<file path="config.mk">
export PLATFORM = sky130hd
export DESIGN_NAME = id_ex_hazard_ctrl_flat
export DESIGN_NICKNAME = d
export VERILOG_FILES = /design/src/rtl/id_ex_hazard_ctrl_if.sv /design/src/rtl/id_ex_hazard_ctrl.sv /design/src/flat_wrapper.sv
export SDC_FILE = /design/constraint.sdc
export NUM_CORES = 1
export LEC_CHECK = 0
export CAP_MARGIN = 0
export CORE_MARGIN = 4
export CORE_UTILIZATION = 50
export DETAILED_ROUTE_END_ITERATION = 10
export PLACE_DENSITY = 0.75
export SYNTH_ARGS = -nofsm -noshare
export SYNTH_HDL_FRONTEND = slang
export SYNTH_SLANG_ARGS = --single-unit
</file>
<file path="constraint.sdc">
create_clock -name Clk -period 6.2 [get_ports Clk]
set_input_delay 0.62 -clock Clk [delete_from_list [all_inputs] [get_ports Clk]]
set_output_delay 0.62 -clock Clk [all_outputs]
set_load 0.01 [all_outputs]
</file>
<file path="src/rtl/id_ex_hazard_ctrl_if.sv">
`default_nettype none
// +--------------------------------------------------------------------+
// | id_ex_hazard_ctrl_if: ID-stage operand info in, pipeline controls  |
// | and stall statistics out.                          Revision: 1.0   |
// +--------------------------------------------------------------------+
interface id_ex_hazard_ctrl_if #(
  parameter int REG_AW = 5,
  parameter int CNT_W  = 16
);
  logic              Valid_ID;
  logic [REG_AW-1:0] Rs1_ID;
  logic [REG_AW-1:0] Rs2_ID;
  logic              Rs1_used;
  logic              Rs2_used;
  logic [REG_AW-1:0] Rd_ID;
  logic              RegWrite_ID;
  logic              Flush;
  logic              Stall;
  logic              PCWrite;
  logic              IFIDWrite;
  logic              Bubble;
  logic              State;
  logic [CNT_W-1:0]  StallCount;
  logic [CNT_W-1:0]  MaxStall;

  modport master (
    output Valid_ID, Rs1_ID, Rs2_ID, Rs1_used, Rs2_used, Rd_ID, RegWrite_ID, Flush,
    input  Stall, PCWrite, IFIDWrite, Bubble, State, StallCount, MaxStall
  );

  modport slave (
    input  Valid_ID, Rs1_ID, Rs2_ID, Rs1_used, Rs2_used, Rd_ID, RegWrite_ID, Flush,
    output Stall, PCWrite, IFIDWrite, Bubble, State, StallCount, MaxStall
  );
endinterface
`default_nettype wire

</file>
<file path="src/rtl/id_ex_hazard_ctrl.sv">
`default_nettype none
// +--------------------------------------------------------------------+
// | id_ex_hazard_ctrl: scoreboard-based RAW interlock for the ID/EX    |
// | register of a forwarding-less 5-stage core.        Revision: 1.0   |
// +--------------------------------------------------------------------+
module id_ex_hazard_ctrl #(
  parameter int REG_AW = 5,
  parameter int DEPTH  = 3,
  parameter int CNT_W  = 16
) (
  input  wire logic           Clk,
  input  wire logic           Reset,
  id_ex_hazard_ctrl_if.slave  bus
);

  typedef enum logic [0:0] {
    RUN   = 1'b0,
    STALL = 1'b1
  } state_e;

  localparam logic [CNT_W-1:0] CNT_ONE = {{(CNT_W-1){1'b0}}, 1'b1};
  localparam logic [CNT_W-1:0] CNT_MAX = {CNT_W{1'b1}};

  state_e            state_q;
  logic [DEPTH-1:0]  sb_v_q;
  logic [REG_AW-1:0] sb_rd_q [DEPTH];
  logic [CNT_W-1:0]  stall_cnt_q;
  logic [CNT_W-1:0]  max_stall_q;
  logic [CNT_W-1:0]  run_q;

  logic hit1;
  logic hit2;
  logic hazard;
  logic bubble;
  logic push;

  always_comb begin
    hit1 = 1'b0;
    hit2 = 1'b0;
    for (int i = 0; i < DEPTH; i++) begin
      if (sb_v_q[i] && (sb_rd_q[i] == bus.Rs1_ID)) hit1 = 1'b1;
      if (sb_v_q[i] && (sb_rd_q[i] == bus.Rs2_ID)) hit2 = 1'b1;
    end
  end

  // Reset masks the hazard so the stall is abandoned in the reset cycle itself.
  assign hazard = !Reset && bus.Valid_ID && !bus.Flush &&
                  ((bus.Rs1_used && (bus.Rs1_ID != '0) && hit1) ||
                   (bus.Rs2_used && (bus.Rs2_ID != '0) && hit2));
  assign bubble = hazard || bus.Flush || !bus.Valid_ID;
  assign push   = bus.Valid_ID && bus.RegWrite_ID && (bus.Rd_ID != '0) && !bubble;

  assign bus.Stall      = hazard;
  assign bus.PCWrite    = !hazard || bus.Flush;
  assign bus.IFIDWrite  = !hazard || bus.Flush;
  assign bus.Bubble     = bubble;
  assign bus.State      = state_q;
  assign bus.StallCount = stall_cnt_q;
  assign bus.MaxStall   = max_stall_q;

  always_ff @(posedge Clk) begin
    if (Reset) begin
      state_q     <= RUN;
      sb_v_q      <= '0;
      stall_cnt_q <= '0;
      max_stall_q <= '0;
      run_q       <= '0;
      for (int i = 0; i < DEPTH; i++) sb_rd_q[i] <= '0;
    end else begin
      for (int i = DEPTH - 1; i > 0; i--) begin
        sb_v_q[i]  <= sb_v_q[i-1];
        sb_rd_q[i] <= sb_rd_q[i-1];
      end
      sb_v_q[0]  <= push;
      sb_rd_q[0] <= push ? bus.Rd_ID : '0;

      if (hazard && (stall_cnt_q != CNT_MAX)) stall_cnt_q <= stall_cnt_q + CNT_ONE;

      case (state_q)
        RUN: begin
          if (hazard) begin
            state_q <= STALL;
            run_q   <= CNT_ONE;
          end
        end
        STALL: begin
          if (hazard) begin
            if (run_q != CNT_MAX) run_q <= run_q + CNT_ONE;
          end else begin
            state_q <= RUN;
            run_q   <= '0;
            if (run_q > max_stall_q) max_stall_q <= run_q;
          end
        end
        default: state_q <= RUN;
      endcase
    end
  end

endmodule
`default_nettype wire

</file>
<file path="src/flat_wrapper.sv">
// flat-port wrapper written by rule: the top's interface ports become plain ports
module id_ex_hazard_ctrl_flat 
#(
  parameter int REG_AW = 5,
  parameter int DEPTH  = 3,
  parameter int CNT_W  = 16
)
  (Clk, Reset, bus_Valid_ID, bus_Rs1_ID, bus_Rs2_ID, bus_Rs1_used, bus_Rs2_used, bus_Rd_ID, bus_RegWrite_ID, bus_Flush, bus_Stall, bus_PCWrite, bus_IFIDWrite, bus_Bubble, bus_State, bus_StallCount, bus_MaxStall);
  id_ex_hazard_ctrl_if #(.REG_AW(REG_AW), .CNT_W(CNT_W)) bus_i ();
  input  wire logic Clk;
  input  wire logic Reset;
  input wire logic [$bits(bus_i.Valid_ID)-1:0] bus_Valid_ID;
  input wire logic [$bits(bus_i.Rs1_ID)-1:0] bus_Rs1_ID;
  input wire logic [$bits(bus_i.Rs2_ID)-1:0] bus_Rs2_ID;
  input wire logic [$bits(bus_i.Rs1_used)-1:0] bus_Rs1_used;
  input wire logic [$bits(bus_i.Rs2_used)-1:0] bus_Rs2_used;
  input wire logic [$bits(bus_i.Rd_ID)-1:0] bus_Rd_ID;
  input wire logic [$bits(bus_i.RegWrite_ID)-1:0] bus_RegWrite_ID;
  input wire logic [$bits(bus_i.Flush)-1:0] bus_Flush;
  output wire logic [$bits(bus_i.Stall)-1:0] bus_Stall;
  output wire logic [$bits(bus_i.PCWrite)-1:0] bus_PCWrite;
  output wire logic [$bits(bus_i.IFIDWrite)-1:0] bus_IFIDWrite;
  output wire logic [$bits(bus_i.Bubble)-1:0] bus_Bubble;
  output wire logic [$bits(bus_i.State)-1:0] bus_State;
  output wire logic [$bits(bus_i.StallCount)-1:0] bus_StallCount;
  output wire logic [$bits(bus_i.MaxStall)-1:0] bus_MaxStall;
  assign bus_i.Valid_ID = bus_Valid_ID;
  assign bus_i.Rs1_ID = bus_Rs1_ID;
  assign bus_i.Rs2_ID = bus_Rs2_ID;
  assign bus_i.Rs1_used = bus_Rs1_used;
  assign bus_i.Rs2_used = bus_Rs2_used;
  assign bus_i.Rd_ID = bus_Rd_ID;
  assign bus_i.RegWrite_ID = bus_RegWrite_ID;
  assign bus_i.Flush = bus_Flush;
  assign bus_Stall = bus_i.Stall;
  assign bus_PCWrite = bus_i.PCWrite;
  assign bus_IFIDWrite = bus_i.IFIDWrite;
  assign bus_Bubble = bus_i.Bubble;
  assign bus_State = bus_i.State;
  assign bus_StallCount = bus_i.StallCount;
  assign bus_MaxStall = bus_i.MaxStall;
  id_ex_hazard_ctrl #(.REG_AW(REG_AW), .DEPTH(DEPTH), .CNT_W(CNT_W)) u_core (.Clk(Clk), .Reset(Reset), .bus(bus_i));
endmodule
</file>
==> flow_summary_export.csv <==
group,metric,value,unit
run,maxCapViolations,0,
cells_and_area,multi_input_area,0.002231,mm2
synthesis,synth_area_leader_cell,"dfxtp_1",
clock_tree,clkTransAtPathRegs,70,ps
timing,finalHoldViolCount,0,
clock_tree,cts_max_path_buffers,2,
synthesis,seq_area_frac_synth,35.63,%
worst_setup_path,critPathLaunchType,"input pin",
routing,highest_layer,"met4",
power,vdd_drop_max,0.1210,mV
worst_setup_path,cp.arrival,3270,ps
worst_setup_path,slowest_delay,540,ps
cells_and_area,final_nets,541,
die,core_area,0.007292,mm2
worst_setup_path,worstSetupPathType,"input pin to output pin",
timing,tns,0,ps
synthesis,yosys_warnings,0,
synthesis,synth_common_cells,"dfxtp_1 (67), nand2_1 (53), o21ai_0 (30), inv_1 (25), xor2_1 (24)",
die,die-area,0.008982,mm2
die,initial_utilization,51.63,%
place,place_hpwl,6.690,mm
status,status,"finished clean",
routing,drt-initial-drc-count,151,
die,io_pins,59,
timing,skew,14.17,ps
worst_setup_path,crit_top_cell,"clkdlybuf4s50_1",
routing,finalWirelength,9.023,mm
die,num_rows,31,
worst_setup_path,slowest_stage,"or4_1",
clock_tree,cts_buffers,9,
worst_setup_path,crit_fanout,32,
routing,first_pass_iters,5,
worst_setup_path,crit_chain,"clkdlybuf4s50_1 > or4_1 > o21ai_1 > or3_1 > a31oi_2 > nor2_4 > inv_1 > clkdlybuf4s50_1",
synthesis,synth_seq_cells,67,
timing,post-route-min-period,3885,ps
timing,tightest_slew,647.2,ps
synthesis,syn-num-nets,491,
timing,rsz0062_at_grt,"false",
synthesis,synth_area_leaders,"dfxtp_1 (36%), ha_1 (6.0%), xor2_1 (5.6%)",
clock_tree,clk_latency,340,ps
power,p_leak,1.800,nW
clock_tree,clkSinkCount,67,
synthesis,synthDistinctLibCells,51,
timing,finalCritPeriodShare,62.67,%
synthesis,synth.most_common_cell,"dfxtp_1",
power,p_per_area,177.0,mW/mm2
worst_setup_path,required,5580,ps
cells_and_area,drive_above_1_share,5.149,%
clock_tree,post_cts_buffers,0,
synthesis,synth_flop_cell,"dfxtp_1",
routing,vias,3461,
synthesis,synth_cells,451,
synthesis,synth_edf_count,0,
grt,grt_pass1_vias,3295,
hold_path,min_path_type,"register to register",
grt,gr-total-overflow,0,
grt,grt_usage,21.65,%
clock_tree,ctsHoldBuffers,0,
die,die_x,94.78,um
routing,via_per_inst,5.730,
routing,drt-wirelength-per-cell,14.94,um
routing,wl_met1,3.927,mm
cells_and_area,n_antenna_cell,0,
routing,wl_met2,4.346,mm
timing,holdWs,481.0,ps
synthesis,postSynthAreaPerCell,8.348,um2
place,port_buffers,58,
clock_tree,cts_root_buffer,"clkbuf_8",
cells_and_area,synthToLayoutAreaGrowth,21.27,%
timing,setup_viol,0,
place,gp_congestion,0.8403,
synthesis,ys_async_sr_fraction,0,%
timing,slew_headroom,56.75,%
clock_tree,h-tree-depth,3,
timing,maxSlewViolCount,0,
clock_tree,cts_resized,0,
timing,max_freq,257.4,MHz
cells_and_area,regArea,0.001341,mm2
routing,dr_wl_met3,604,um
synthesis,synth_top_cell_area_share,35.63,%
grt,grt_pass1_wl,15.39,mm
routing,drtAntennaViolNets,0,
die,die_h,94.78,um
routing,drc_errors,0,
cells_and_area,fillerInstances,650,
grt,antenna_found_initial,0,
clock_tree,cts_tree,"done",
synthesis,netlist_area,0.003765,mm2
grt,grt_max_degree,33,
worst_setup_path,setup.worst_path.end_class,"output pin",
layout make-up:
type	instances	area share, %
inverters	25	2.055
repair buffers	60	13.04
flip-flops and latches	67	29.38
clock buffers	14	3.782
multi-input cells	338	48.86
well taps	99	2.713
clock inverters	1	0.1644
sequential cells by signal, indices dropped and copies added, names as in the netlist:
register               cells
u_core.bus.MaxStall       16
u_core.bus.StallCount     16
u_core.bus.State           1
u_core.run_q              16
u_core.sb_rd_q            15
u_core.sb_v_q              3
cells by family after synthesis:
group	count (synthesis)	synth area share, %
fa+ha+maj	18	5.982
buf+inv	46	5.118
simple gates	181	26.09
xor+xnor	30	6.979
compound gates	89	14.79
mux	20	5.417
flops	67	35.63
through the flow:
| step | utilization, % | cells | cell area [um2] | power (mW) | setup WS (ps) |
|---|---|---|---|---|---|
| after floorplan | - | 451 | 3765 | 0.4620 | 3464 |
| after global placement | 60.14 | 589 | 4385 | 0.4860 | 2330 |
| after detailed placement | 60.14 | 589 | 4385 | 0.4859 | 2299 |
| after CTS | 62.61 | 604 | 4566 | 0.8152 | 2287 |
| after global routing | 62.61 | 604 | 4566 | 0.8380 | 2131 |
| final | 62.61 | 604 | 4566 | 0.8082 | 2315 |
final timing paths:
check                                             from                      to  slack, ps  cells after the start
worst min-delay path            u_core.bus.MaxStall[9]  u_core.bus.MaxStall[9]        480                      2
worst min register to register  u_core.bus.MaxStall[9]  u_core.bus.MaxStall[9]        480                      2
worst max-delay path                     bus_Rs1_ID[1]               bus_Stall       2310                      8
worst max register to register         u_core.run_q[2]         u_core.run_q[0]       3720                      7
placed cells by master, fill, tap and decap left out, types with 18 or more instances in the layout:
cell type,instances
ha_1,18
dfxtp_1,67
nand2_1,53
o21ai_0,30
a21oi_1,20
inv_1,25
nand3_1,19
clkdlybuf4s50_1,58
xor2_1,24
metal layers:
metal  up-vias  GRT usage [%]
met5         -              0
met4         0          9.014
met3        16          6.295
met2       122          34.76
met1      1605          27.08
li1       1718              -
where the power goes:
part / leakage [nW] / switching, mW / total (mW) / internal [mW]
sequential: 0.540 / 0.00161 / 0.433 / 0.432
combinational: 1.17 / 0.0216 / 0.0427 / 0.0211
clock: 0.0888 / 0.156 / 0.332 / 0.176
worst max-delay path: cells and delay by family:
| family | cells | cell delay (ps) |
|---|---|---|
| AO/OA/AOI/OAI | 2 | 260 |
| AND/OR/NAND/NOR | 3 | 1210 |
| buffers and inverters | 3 | 1170 |
No activity file was read; power rests on OpenSTA's default activity.
